File: src/rtl/pc_gen_if.sv
// pc_gen_if: instruction-fetch request bus between the PC generator and
// instruction memory.
//
// Signals:
//   fetch_valid  - fetch request valid (driven by the PC generator)
//   fetch_pc     - fetch address (driven by the PC generator)
//   fetch_ready  - instruction memory accepts the request this cycle
//   fetch_is_rvc - fetched instruction is 16-bit (only meaningful with PC_RVC_EN)
//
// Modports:
//   master - PC generator side
//   slave  - instruction memory side
interface pc_gen_if #(
  parameter int XLEN = 32
);
  logic            fetch_valid;
  logic [XLEN-1:0] fetch_pc;
  logic            fetch_ready;
  logic            fetch_is_rvc;

  modport master (
    output fetch_valid,
    output fetch_pc,
    input  fetch_ready,
    input  fetch_is_rvc
  );

  modport slave (
    input  fetch_valid,
    input  fetch_pc,
    output fetch_ready,
    output fetch_is_rvc
  );
endinterface

File: src/rtl/pc_gen.sv
// pc_gen: program-counter generator for the in-order RISC-V core.
//
// Holds the PC, applies trap/branch redirects in priority order, latches a
// redirect that arrives while the fetch is held so it is not lost, and runs a
// BOOT/RUN/HALT state machine that gates the fetch request.
//
// Optional feature macro: PC_RVC_EN
//   defined   - compressed support: increment is 2 or 4 (fetch_is_rvc),
//               targets are 2-byte aligned.
//   undefined - increment is always 4, targets are 4-byte aligned,
//               fetch_is_rvc is ignored.
//
// Ports:
//   clk            - core clock, rising edge
//   rst            - asynchronous active-high reset
//   stall          - per-source stall requests (any bit holds the PC)
//   redirect_valid - branch/jump redirect request
//   redirect_pc    - redirect target
//   trap_valid     - trap/interrupt redirect, highest priority
//   trap_vec       - trap target
//   halt_req       - request to stop fetching
//   resume         - leave the halted state
//   fetch          - fetch request bus (pc_gen_if.master)
//   current_pc     - registered PC
//   halted         - high while halted
//   misalign       - one-cycle pulse: last loaded target had dropped low bits
module pc_gen #(
  parameter int              XLEN     = 32,
  parameter logic [XLEN-1:0] RESET_PC = {XLEN{1'b0}},
  parameter int              NSTALL   = 2
) (
  input  logic              clk,
  input  logic              rst,
  input  logic [NSTALL-1:0] stall,
  input  logic              redirect_valid,
  input  logic [XLEN-1:0]   redirect_pc,
  input  logic              trap_valid,
  input  logic [XLEN-1:0]   trap_vec,
  input  logic              halt_req,
  input  logic              resume,
  pc_gen_if.master          fetch,
  output logic [XLEN-1:0]   current_pc,
  output logic              halted,
  output logic              misalign
);

  typedef enum logic [1:0] {
    ST_BOOT = 2'd0,
    ST_RUN  = 2'd1,
    ST_HALT = 2'd2
  } state_t;

`ifdef PC_RVC_EN
  localparam logic [XLEN-1:0] ALIGN_MASK = {{(XLEN-1){1'b0}}, 1'b1};
`else
  localparam logic [XLEN-1:0] ALIGN_MASK = {{(XLEN-2){1'b0}}, 2'b11};
`endif

  // Target with the unsupported low bits cleared.
  function automatic logic [XLEN-1:0] align_target(input logic [XLEN-1:0] t);
    return t & ~ALIGN_MASK;
  endfunction

  // Target had low bits set that alignment drops.
  function automatic logic target_misaligned(input logic [XLEN-1:0] t);
    return (t & ALIGN_MASK) != {XLEN{1'b0}};
  endfunction

  state_t          state_r;
  logic [XLEN-1:0] pc_r;
  logic [XLEN-1:0] pend_pc_r;
  logic            pend_valid_r;
  logic            misalign_r;
  logic            fetch_valid_r;
  logic            halted_r;

  logic            hold_s;
  logic [XLEN-1:0] inc_s;
  logic [XLEN-1:0] pc_inc_s;

  // Hold condition and sequential next-PC; the adder wraps modulo 2^XLEN.
  always_comb begin
    hold_s = (|stall) | ~fetch.fetch_ready;
`ifdef PC_RVC_EN
    if (fetch.fetch_is_rvc) begin
      inc_s = XLEN'(2);
    end else begin
      inc_s = XLEN'(4);
    end
`else
    inc_s = XLEN'(4);
`endif
    pc_inc_s = pc_r + inc_s;
  end

  // PC, pending-redirect latch and BOOT/RUN/HALT machine with registered outputs.
  always_ff @(posedge clk or posedge rst) begin
    if (rst) begin
      state_r       <= ST_BOOT;
      pc_r          <= RESET_PC;
      pend_pc_r     <= {XLEN{1'b0}};
      pend_valid_r  <= 1'b0;
      misalign_r    <= 1'b0;
      fetch_valid_r <= 1'b0;
      halted_r      <= 1'b0;
    end else begin
      misalign_r <= 1'b0;
      case (state_r)
        ST_BOOT: begin
          state_r       <= ST_RUN;
          fetch_valid_r <= 1'b1;
          halted_r      <= 1'b0;
        end
        ST_RUN: begin
          if (trap_valid) begin
            // Trap wins over everything, including hold and halt_req.
            pc_r         <= align_target(trap_vec);
            misalign_r   <= target_misaligned(trap_vec);
            pend_valid_r <= 1'b0;
          end else if (hold_s) begin
            // Held: remember the newest redirect; halt_req waits.
            if (redirect_valid) begin
              pend_pc_r    <= redirect_pc;
              pend_valid_r <= 1'b1;
            end
          end else begin
            if (redirect_valid) begin
              pc_r       <= align_target(redirect_pc);
              misalign_r <= target_misaligned(redirect_pc);
            end else if (pend_valid_r) begin
              pc_r       <= align_target(pend_pc_r);
              misalign_r <= target_misaligned(pend_pc_r);
            end else begin
              pc_r <= pc_inc_s;
            end
            pend_valid_r <= 1'b0;
            if (halt_req) begin
              state_r       <= ST_HALT;
              fetch_valid_r <= 1'b0;
              halted_r      <= 1'b1;
            end
          end
        end
        ST_HALT: begin
          if (trap_valid) begin
            pc_r          <= align_target(trap_vec);
            misalign_r    <= target_misaligned(trap_vec);
            pend_valid_r  <= 1'b0;
            state_r       <= ST_RUN;
            fetch_valid_r <= 1'b1;
            halted_r      <= 1'b0;
          end else begin
            // Redirects seen while halted are consumed after resume.
            if (redirect_valid) begin
              pend_pc_r    <= redirect_pc;
              pend_valid_r <= 1'b1;
            end
            if (resume) begin
              state_r       <= ST_RUN;
              fetch_valid_r <= 1'b1;
              halted_r      <= 1'b0;
            end
          end
        end
        default: begin
          // Unreachable encoding: fall back to a clean boot.
          state_r       <= ST_BOOT;
          pend_valid_r  <= 1'b0;
          fetch_valid_r <= 1'b0;
          halted_r      <= 1'b0;
        end
      endcase
    end
  end

  assign fetch.fetch_valid = fetch_valid_r;
  assign fetch.fetch_pc    = pc_r;
  assign current_pc        = pc_r;
  assign halted            = halted_r;
  assign misalign          = misalign_r;

endmodule

File: src/flat_wrapper.sv
// flat-port wrapper written by rule: the top's interface ports become plain ports
module pc_gen_flat 
#(
  parameter int              XLEN     = 32,
  parameter logic [XLEN-1:0] RESET_PC = {XLEN{1'b0}},
  parameter int              NSTALL   = 2
)
  (clk, rst, stall, redirect_valid, redirect_pc, trap_valid, trap_vec, halt_req, resume, current_pc, halted, misalign, fetch_fetch_valid, fetch_fetch_pc, fetch_fetch_ready, fetch_fetch_is_rvc);
  pc_gen_if #(.XLEN(XLEN)) fetch_i ();
  input  logic clk;
  input  logic rst;
  input  logic [NSTALL-1:0] stall;
  input  logic redirect_valid;
  input  logic [XLEN-1:0] redirect_pc;
  input  logic trap_valid;
  input  logic [XLEN-1:0] trap_vec;
  input  logic halt_req;
  input  logic resume;
  output logic [XLEN-1:0] current_pc;
  output logic halted;
  output logic misalign;
  output wire logic [$bits(fetch_i.fetch_valid)-1:0] fetch_fetch_valid;
  output wire logic [$bits(fetch_i.fetch_pc)-1:0] fetch_fetch_pc;
  input wire logic [$bits(fetch_i.fetch_ready)-1:0] fetch_fetch_ready;
  input wire logic [$bits(fetch_i.fetch_is_rvc)-1:0] fetch_fetch_is_rvc;
  assign fetch_fetch_valid = fetch_i.fetch_valid;
  assign fetch_fetch_pc = fetch_i.fetch_pc;
  assign fetch_i.fetch_ready = fetch_fetch_ready;
  assign fetch_i.fetch_is_rvc = fetch_fetch_is_rvc;
  pc_gen #(.XLEN(XLEN), .RESET_PC(RESET_PC), .NSTALL(NSTALL)) u_core (.clk(clk), .rst(rst), .stall(stall), .redirect_valid(redirect_valid), .redirect_pc(redirect_pc), .trap_valid(trap_valid), .trap_vec(trap_vec), .halt_req(halt_req), .resume(resume), .fetch(fetch_i), .current_pc(current_pc), .halted(halted), .misalign(misalign));
endmodule
File: config.mk
export PLATFORM = sky130hd
export DESIGN_NAME = pc_gen_flat
export DESIGN_NICKNAME = d
export VERILOG_FILES = /design/src/rtl/pc_gen_if.sv /design/src/rtl/pc_gen.sv /design/src/flat_wrapper.sv
export SDC_FILE = /design/constraint.sdc
export NUM_CORES = 1
export LEC_CHECK = 0
export ABC_CLOCK_PERIOD_IN_PS = 2500
export CAP_MARGIN = 30
export CORE_ASPECT_RATIO = 0.8
export CORE_MARGIN = 4
export CORE_UTILIZATION = 35
export CTS_BUF_LIST = sky130_fd_sc_hd__clkbuf_4 sky130_fd_sc_hd__clkbuf_8 sky130_fd_sc_hd__clkbuf_16
export CTS_CLUSTER_DIAMETER = 200
export DETAILED_ROUTE_END_ITERATION = 8
export GPL_TIMING_DRIVEN = 0
export PLACE_DENSITY_LB_ADDON = 0.15
export SYNTH_ARGS = -nofsm -noshare
export SYNTH_HDL_FRONTEND = slang
export SYNTH_SLANG_ARGS = --single-unit
File: constraint.sdc
create_clock -name clk -period 2.5 [get_ports clk]
set_clock_uncertainty 0.2 [all_clocks]
set_input_delay 0.375 -clock clk [delete_from_list [all_inputs] [get_ports clk]]
set_output_delay 0.375 -clock clk [all_outputs]
set_load 0.05 [all_outputs]
# Yosys cells after proc, flatten, opt, wreduce, memory -nomap -nowiden
# Cells that the tools add are included.
# totals
reg_bits	70
out_inout_bits	67
inputBits	74
word_cells	69
# classes
n_mux	40
n_bitwise	2
addsub	1
reduce_logical	9
n_eq_ne	10
# op_table
cell	n
$mux 32	9
$pmux 32 s2	2
$reduce_bool 32->1	3
$add 32x3->32 const B	1
$mux 1	19
$mux 2	5
$ne 2x2->1 const B	5
$reduce_and 4->1	2
$ne 3x3->1 const B	2
$pmux 1 s3	2
$pmux 2 s3	1
$pmux 1 s2	2
$reduce_and 3->1	1
$eq 2x1->1 const B	1
$eq 2x2->1 const B	1
$logic_not 2->1	1
$ne 2x1->1 const B	1
$reduce_bool 2->1	1
$reduce_or 2->1	1
$not 1->1	1
$or 1x1->1	1

# Longest topological paths before layout
# Gate-level depths: netlist of the first run.
# logic_depth
depth_word	6
mapped_depth	9
mapped_depth_nobuf	7

# Worst setup path after synthesis of the first run
# OpenSTA, ideal clock, no wires.
# synth_path
kind	reg2reg
start	register u_core.pc_r[3] (netlist: u_core.current_pc[3])
end	register u_core.pc_r[24] (netlist: u_core.current_pc[24])
period_less_slack_ns	2.864
arrival_ns	2.581
path_stages_with_launch	8
slack_ns	-0.364
setup_ns	0.083
n_path_buf	1
required_ns	2.217
cell_sequence	dfrtp_1 > ha_1 > nand4_1 > or4_4 > buf_6 > or3_4 > o31a_1 > o22ai_1
# synth_via
elab_chain_cells	6
# synth_lines
element	line	source
from (decl)	pc_gen.sv:70	logic [XLEN-1:0] pc_r;
from (signal assigned)	pc_gen.sv:117	pc_r <= align_target(trap_vec);
from (signal assigned)	pc_gen.sv:128	pc_r <= align_target(redirect_pc);
from (signal assigned)	pc_gen.sv:131	pc_r <= align_target(pend_pc_r);
$add 32x3->32	pc_gen.sv:93	pc_inc_s = pc_r + inc_s;
$mux 32	pc_gen.sv:130	end else if (pend_valid_r) begin
$mux 32	pc_gen.sv:127	if (redirect_valid) begin
$mux 32	pc_gen.sv:120	end else if (hold_s) begin
$mux 32	pc_gen.sv:115	if (trap_valid) begin
$pmux 32 s2	pc_gen.sv:108	case (state_r)
# Every way passes these cells. The select of a mux whose other input is x is not followed.
# A chain may end at the register's enable or synchronous reset.

# Worst setup path after layout of the first run
# layout_path
start	register u_core.state_r[0]
end	register u_core.pc_r[15] (netlist: u_core.current_pc[15])
# layout_via
elab_chain_cells	3
word_cells_on_any_way	7
cone_classes	eq/ne (4); mux (1); reduce/logical (2)
# layout_lines
element	line	source
from (decl)	pc_gen.sv:69	state_t state_r;
from (signal assigned)	pc_gen.sv:99	state_r <= ST_BOOT;
from (signal assigned)	pc_gen.sv:110	state_r <= ST_RUN;
from (signal assigned)	pc_gen.sv:138	state_r <= ST_HALT;
$eq 2x1->1 or $eq 2x2->1 (tied branches)	pc_gen.sv:108	
$ne 3x3->1 (no line), or another cell as far along	n/a	
$reduce_and 3->1 (no line)	n/a	
# Several ways; a longest one is shown, not always the timed one.

==> results.md, run 1 <==
Detailed routing:
- The number of nets still failing antenna checks after routing is 0.
- The detailed router finished its first iteration with 443 violations.
- The number of vias in the routed layout is 4572.
- Dividing the detail-routed wire length by the instance count gives slightly above 20 um.
- The via count normalized by instance count is 5.52.
- The routed design has 16700 um of wire.
- The number of detailed-route iterations in the first pass is 7.
- The residual DRC count is 0.

STA:
- Measured against its own limit, the worst slew margin works out to just over 40%.
- The time the worst path needs with I/O delays and setup is about 2400 ps.
- The number of pins exceeding their max-slew limit in the final report is 0.
- The fmax is between 0.4 and 0.5 GHz.
- The hold violation count in the final report is 0.
- Setup repair after global routing left no endpoint under its margin.
- The pin slew with the least headroom to its limit is 873 ps.
- The final critical path takes up roughly 97% of the cycle.
- The setup violation total in the final timing report is 0.
- The worst-case setup margin in the final layout is between 60 and 70 ps.

Global routing:
- met2 is the most crowded layer.
- The wire length of the first global-routing pass is ~26000 um.
- The global route total overflow is 0.
- For this run, global-route usage on met2 was measured as 35.7%.
- The routing usage on met1 is approximately 32%.
- The initial antenna violation count is 0.
- In the global route stage, overall resource usage came out at between 20 and 25%.
- The maximum number of pins on one net before global-route repair is 67.
- Global routing consumed, on the met3 layer, approximately 6.7% of the routing resources.
- The number of global-route vias before repair is roughly 4500.

Final layout:
- The layout overhead on the synthesized area is 49.7%.
- With fillers left out, the area of the finished cells amounts to 6570 um2.
- For this run, the post-layout net count is 730.
- The utilization of the core after routing is between 50% and 60%.
- The fraction of layout cells with a size suffix above 1 is a little under a quarter.
- The final antenna diode count is 0.

Clock tree:
- TritonCTS built the clock tree.
- The maximum clock path buffer count is 2.
- The count of H-tree levels built during CTS is 3.
- The tree is rooted in a sky130_fd_sc_hd__clkbuf_16.
- The number of buffers inserted during clock tree synthesis is 9.
- The clock-pin slew of the registers on the worst-case setup and hold paths is approximately 60 ps.
- The clock drives 66 sinks.
- The clock insertion delay at the later pin of the skew report is approximately 340 ps.

Power:
- The power share of the combinational group is 62.2%.
- The leakage power summed over all cells is ~2.6 nW.
- The clock network burns 15.8% of the power.
- The sequential share of power is a little over a fifth.
- The design internal power is between 0.005 and 0.006 W.
- For this design the ratio of total power to cell area is approximately 1600 nW/um2.
- For this design the total switching power over the nets is about 0.0050 W.
- Across the VDD grid, the largest voltage drop is between 700 and 800 uV.
- The switching portion of total power is between 40 and 50%.

Logic synthesis:
- The synthesized design spends more area on one cell type than any other, namely sky130_fd_sc_hd__dfrtp_1.
- For this run, asynchronously set or reset flops after synthesis account for 100%.
- Synthesis produced a netlist whose cell count is roughly 490.
- The cell area that synthesis handed to floorplanning was between 4000 and 5000 um2.
- In this run, synthesis produced a sequential element count of 66.
- The share of synthesized area in the top cell type comes to approximately 38%.
- The fraction of the yosys area taken by sequential cells is a little under two fifths.
- The cell with the most instances after synthesis is sky130_fd_sc_hd__dfrtp_1.
- The number of different library cells in the post-synthesis netlist is 64.
- Counting flops with a built-in enable in the synthesized netlist gives 0.
- In the post-synthesis netlist, the biggest area contributors are sky130_fd_sc_hd__dfrtp_1 (38%), sky130_fd_sc_hd__mux2_2 (7.7%), sky130_fd_sc_hd__buf_4 (6.2%), sky130_fd_sc_hd__o21ai_0 (5.0%), sky130_fd_sc_hd__a21oi_1 (3.4%).
- The flip-flop cell with the highest count after synthesis is sky130_fd_sc_hd__dfrtp_1.
- After synthesis, the most frequently instantiated cells are sky130_fd_sc_hd__dfrtp_1 (66), sky130_fd_sc_hd__o21ai_0 (44), sky130_fd_sc_hd__buf_4 (36).
- After synthesis, the mean cell area works out to a little under 9 um2.
- Yosys printed 0 warnings.

Critical path:
- Data on the critical path arrives at its endpoint at roughly 2500 ps.
- The register-to-register path setup slack is 70 ps.
- The kind of capture point of the worst setup path is a register.
- The worst setup path is launched from a register.
- The biggest fanout along the worst timing path is 10.
- The data required time at the worst endpoint is 2520 ps.
- The most critical setup path has its startpoint at u_core.state_r[0].
- The startpoint identified for the worst register-to-register timing path is u_core.state_r[0].
- The critical path in this run is classified as reg -> reg.

Job:
- The number of max-cap violations is 0.

Min path:
- The origin of the worst min-delay path is u_core.pend_pc_r[0].
- The type of the worst min-delay path is reg -> reg.

Place:
- The worst slack after detailed placement is -759 ps.
- The instance area at placement is ~6000 um2.
- Buffers placed on the I/O ports in this run total 134.
- The congestion estimate from routability-driven global placement came to about 0.92.
- The detailed placement HPWL is around 12000 um.

Floorplanning:
- In this run the count of I/O pins placed on the die edge is about 140.
- In this run the horizontal extent of the chip is approximately 130 um.
- The area inside the core boundary is between 10000 and 15000 um2.
- The initial utilization of the core area, before any placement, comes to between 30% and 40%.
- In this run the vertical extent of the chip is roughly 110 um.
- The die area is 14400 um2.
- Row generation in the floorplan step produced 36 rows.

Status:
- The run finished with clean final reports.
## area by class of cell
class | instances | area [um2]
Sequential cell | 66 | 1670
Buffer | 65 | 442
Inverter | 16 | 62.6
Multi-Input combinational cell | 343 | 2340
Timing Repair Buffer | 151 | 1470
Tap cell | 171 | 214
Clock inverter | 5 | 125
Fill cell | 1134 | 5640
Clock buffer | 11 | 246
## power groups by stage
stage,Combinational [W],Clock [W],Sequential (W)
after floorplan,0.00325,0,0.00301
after global placement,0.00594,0,0.00224
after detailed placement,0.00602,0,0.00227
after CTS,0.00620,0.00162,0.00224
after global routing,0.00671,0.00168,0.00233
final,0.00634,0.00162,0.00224
## metal layers
layer	part of all wire, %	vias up	wire, um
li1	-	2113	-
met1	45	2214	7520
met2	45	229	7440
met3	9.1	16	1520
met4	1.2	0	193
met5	0	-	0
## flip-flops by register name (all words and copies together), names as in the netlist
name                 flops
u_core.current_pc       30
u_core.state_r           2
u_core.misalign          1
u_core.pend_valid_r      1
u_core.pend_pc_r        32
## metrics by stage
step                      cells  power, W  TNS, ps  hold slack [ps]
final                       828    0.0102        0              300
after global placement      799   0.00818  -107970              284
after floorplan             494   0.00626    -98.5              272
after detailed placement    800   0.00829   -34390              291
after CTS                   820    0.0101        0              303
after global routing        828    0.0107        0              319
## layout by cell type (no fill, tap or decap), types with 4 or more instances in the layout
cell type	netlist	layout
sky130_fd_sc_hd__nand2b_1	4	4
sky130_fd_sc_hd__a221o_1	4	4
sky130_fd_sc_hd__a211oi_1	5	4
sky130_fd_sc_hd__o31a_1	6	6
sky130_fd_sc_hd__buf_4	36	55
sky130_fd_sc_hd__dfrtp_2	0	12
sky130_fd_sc_hd__clkbuf_16	0	9
sky130_fd_sc_hd__nand3_1	22	22
sky130_fd_sc_hd__nor2_1	27	27
sky130_fd_sc_hd__nor4_1	6	4
sky130_fd_sc_hd__mux2i_1	4	4
sky130_fd_sc_hd__a32oi_1	7	7
sky130_fd_sc_hd__nand4_1	5	5
sky130_fd_sc_hd__mux2_2	30	30
sky130_fd_sc_hd__dfrtp_1	66	54
sky130_fd_sc_hd__clkbuf_2	1	6
sky130_fd_sc_hd__clkdlybuf4s50_1	0	134
sky130_fd_sc_hd__o21a_1	4	4
sky130_fd_sc_hd__or3_1	5	5
sky130_fd_sc_hd__inv_1	16	15
sky130_fd_sc_hd__a31oi_1	9	9
sky130_fd_sc_hd__nor3_1	14	14
sky130_fd_sc_hd__nand2_1	35	34
sky130_fd_sc_hd__clkbuf_1	23	10
sky130_fd_sc_hd__buf_2	3	4
sky130_fd_sc_hd__and3_1	4	4
sky130_fd_sc_hd__a21oi_1	30	30
sky130_fd_sc_hd__o21ai_0	44	44
sky130_fd_sc_hd__o22ai_1	6	6
sky130_fd_sc_hd__bufinv_16	0	4
sky130_fd_sc_hd__a221oi_1	5	5
sky130_fd_sc_hd__o211ai_1	11	11
sky130_fd_sc_hd__xor2_1	5	5
sky130_fd_sc_hd__conb_1	1	4
## what timing repair did
item                       in CTS  in global routing
setup endpoints to repair      57                 37
buffers inserted                5                 11
resized for setup              18                 16
hold buffers                    0                  0
pin swaps                       2                  6
## critical path, cell delays in order (launching register included)
cell and delay, ps:
sky130_fd_sc_hd__dfrtp_2 390, sky130_fd_sc_hd__inv_1 80, sky130_fd_sc_hd__ha_1 370, sky130_fd_sc_hd__clkbuf_2 280, sky130_fd_sc_hd__o211ai_1 330, sky130_fd_sc_hd__buf_4 280, sky130_fd_sc_hd__nor2_1 60, sky130_fd_sc_hd__a221o_1 320
## cell families (layout without fill, tap and decap cells)
group | Yosys count | count (layout) | share of synthesized area (%)
adders and majority gates | 4 | 4 | 1.14
AOI/OAI and AO/OA | 157 | 157 | 23.7
xor gates and xnor gates | 8 | 8 | 1.60
and+or+nand+nor | 136 | 136 | 16.0
other | 1 | 4 | 0.0855
DFF | 66 | 66 | 37.6
buffers and inverters | 85 | 248 | 11.2
muxes | 34 | 34 | 8.61
## path summary, 6_finish.rpt
kind | depth (start not counted) | endpoint
worst max register to register | 7 | u_core.current_pc[15]
min in group asynchronous | 2 | u_core.pend_pc_r[18]
worst min register to register | 1 | u_core.pend_pc_r[0]
max in group asynchronous | 2 | u_core.current_pc[12]
worst min-delay path | 1 | u_core.pend_pc_r[0]
worst max-delay path | 7 | u_core.current_pc[15]
Power figures use the tool's default switching activity.
==> run 2, diff against run 1 <==
Settings changed: CORE_UTILIZATION 35 to 43, GPL_ROUTABILITY_DRIVEN from default to 1.
==> run 2 against run 1 <==
Net effect: total power shrank 3.0%; largest cell class unchanged; core utilization is 12 points higher; die area down 17%; largest power group unchanged; non-clock buffer count increased by 1.
==> results.md, run 2 (synthesis gave the netlist of run 1 again) <==
Status:
- The run finished with clean final reports.

Critical path:
- The register-to-register path setup slack is 70 ps (about the same).
- The data arrival time of the critical path is 2490 ps (+40 ps).
- The data required time at the worst endpoint is 2560 ps (+40 ps).
- In this run the critical register-to-register path is captured at u_core.current_pc[24].
- The cell depth of the worst setup path is 6 (-1).
- The top cell family by delay on the critical path is simple AND/OR/NAND/NOR gates.
- The biggest fanout along the worst timing path is 7 (-3).
- The slowest stage of the critical path is the sky130_fd_sc_hd__or4_4 cell.
- The buffers plus inverters on the worst setup path is 0 (-3).
- The worst setup path is captured at a register.
- The start point of the critical path is u_core.current_pc[3].
- The cell count of the worst reg-to-reg path was 6 (-1).
- STA classifies the critical path startpoint as a register.
- The endpoint of the worst setup timing path is u_core.current_pc[24].
- The path type of the worst setup path is reg -> reg.
- The reg-to-reg critical path startpoint is u_core.current_pc[3].
- The highest cell delay on the worst timing path is 660 ps (+270 ps).
- Traced cell by cell, the critical path runs through ha_4 > nand4_1 > or4_4 > or3_4 > o31a_1 > o22ai_1.

Floorplanning:
- The number of placed I/O pins is 141 (unchanged).
- The die width is 121 um (-9.2%).
- The cell row count was 32 (-11%).
- The chip height came to 98.3 um (-9.1%).
- The die area is 11900 um2 (-17%).
- The effective utilization at floorplan came to 44.7% (+8.8 points).
- The area inside the core boundary was 9810 um2 (-20%).

Min path:
- The min-delay analysis places its worst path in the category reg -> reg.

STA:
- The fmax is 0.411 GHz (about the same).
- The setup total negative slack is 0 ps (unchanged).
- The worst-case headroom to the max-slew limit is 41.8% (+0.51 points).
- The number of pins exceeding their max-slew limit in the final report is 0 (unchanged).
- The final clock period utilization by the worst path was 97.3% (about the same).
- Setup repair after global routing could not meet its margin everywhere.
- The pin slew with the least headroom to its limit is 873 ps (+0.382 ps).
- The time the worst path needs with I/O delays and setup is 2430 ps (+1.15 ps).
- The setup violation total in the final timing report is 0 (unchanged).
- The hold violation count in the final report came to 0 (unchanged).

Final layout:
- The number of flip-flops under the largest register name is 32 (unchanged).
- The final antenna diode count is 0 (unchanged).
- The fraction of layout cells with a size suffix above 1 is 22.8% (+0.12 points).
- The most frequent standard cell in the layout excluding fill and tap cells is sky130_fd_sc_hd__clkdlybuf4s50_1.
- The library cells used most frequently in the layout, excluding fill and tap cells, are sky130_fd_sc_hd__clkdlybuf4s50_1 (134), sky130_fd_sc_hd__buf_4 (55), sky130_fd_sc_hd__dfrtp_1 (53).
- The utilization of the core after routing is 65.9% (+12 points).
- The total number of nets in the final design was 731 (+0.14%).
- The layout overhead on the synthesized area is 47.3%.
- The register with the most flip-flops in the final layout is u_core.pend_pc_r.

Global routing:
- The combined global-route utilization of all metal layers was 27.7% (+4.6 points).
- The wire length of the first global-routing pass came to 25300 um (-1.1%).
- The maximum number of pins on one net before global-route repair came to 67 (unchanged).
- The number of global-route vias before repair is 4547 (+0.24%).
- The global route total overflow is 0 (unchanged).
- The initial antenna violation count was 1 (+1).

Detailed routing:
- The via count normalized by instance count is 5.99 (+8.5%).
- The routed length per placed instance is 21.0 um (+4.1%).
- The residual DRC count was 0 (unchanged).
- The number of nets still failing antenna checks after routing was 0 (unchanged).
- The total wire length is 16700 um (-0.15%).
- The number of DRC violations after detailed-routing iteration 0 is 531 (+20%).
- The number of detailed-route iterations in the first pass was 5 (-2).
- The number of vias in the routed layout was 4757 (+4.0%).

Clock tree:
- TritonCTS built the clock tree.
- The number of buffers inserted for hold repair after clock tree synthesis is 0 (unchanged).
- The clock-pin slew of the registers on the worst-case setup and hold paths is 60 ps (about the same).
- The count of H-tree levels built during CTS is 3 (unchanged).
- The number of buffers inserted during clock tree synthesis is 9 (unchanged).
- The maximum clock path buffer count is 2 (unchanged).
- The sink count of the clock tree is 66 (unchanged).
- The tree is rooted in a sky130_fd_sc_hd__clkbuf_16.
- The clock insertion delay at the later pin of the skew report was 340 ps (about the same).

Power:
- The power density over cell area was 1530 nW/um2 (-1.4%).
- The peak supply drop came to 812 uV (+4.6%).
- The leakage power summed over all cells is 2.57 nW (-1.4%).

Place:
- The detailed placement HPWL is 11700 um (-2.5%).
- The count of port buffers added during placement was 134 (unchanged).
- The weighted congestion reported at the end of routability-driven placement was 0.890 (-3.2%).

Job:
- The number of max-cap violations was 0 (unchanged).
-- run 2: layout make-up --
type / count / area [um2]
tap: 136 / 170
clock buffer: 11 / 253
clock inverter: 5 / 52.6
inverter: 16 / 62.6
multi-input combinational: 343 / 2340
buffer: 66 / 443
fill: 853 / 3350
timing repair buffer: 151 / 1470
sequential: 66 / 1670
-- run 2: per-stage QoR --
| stage | total power [W] | setup WS, ps | instances | hold WS, ps | cell area [um2] |
|---|---|---|---|---|---|
| detailed placement | 0.00828 | -796 | 765 | 290 | 5960 |
| CTS | 0.00973 | 4.31 | 785 | 302 | 6360 |
| global placement | 0.00814 | -1280 | 764 | 283 | 5950 |
| global route | 0.0103 | -3.66 | 794 | 314 | 6460 |
| floorplan | 0.00626 | -96.5 | 494 | 272 | 4440 |
| finish | 0.00989 | 67.8 | 794 | 300 | 6460 |
-- run 2: how the worst min path moves through the flow --
stage	start	endpoint	depth (start not counted)
final	u_core.pend_pc_r[0]	u_core.pend_pc_r[0]	1
after global routing	u_core.pend_pc_r[26]	u_core.pend_pc_r[26]	1
after CTS	u_core.pend_pc_r[0]	u_core.pend_pc_r[0]	1
after detailed placement	u_core.pend_pc_r[0]	u_core.pend_pc_r[0]	1
after global placement	u_core.pend_pc_r[13]	u_core.pend_pc_r[13]	1
after floorplan	u_core.pend_pc_r[11]	u_core.pend_pc_r[11]	1
-- run 2: report_power, final --
part           switching [W]  internal (W)  total (W)
clock network       0.000489      0.000820    0.00131
logic                0.00390       0.00243    0.00632
registers           0.000610       0.00165    0.00226
total                0.00500       0.00489    0.00989
-- run 2: what timing repair did --
item	CTS	global route
setup endpoints to repair	55	51
pin swaps	2	6
setup buffers	5	11
endpoints found under the hold margin	0	0
resized for setup	17	15
-- run 2: layer usage --
metal | track usage [%] | wire [um] | share of wire (%)
met1 | 39.6 | 7100 | 43
met2 | 39.5 | 7350 | 44
met3 | 8.92 | 1810 | 11
met4 | 9.06 | 389 | 2.3
met5 | 0 | 7 | 0.042
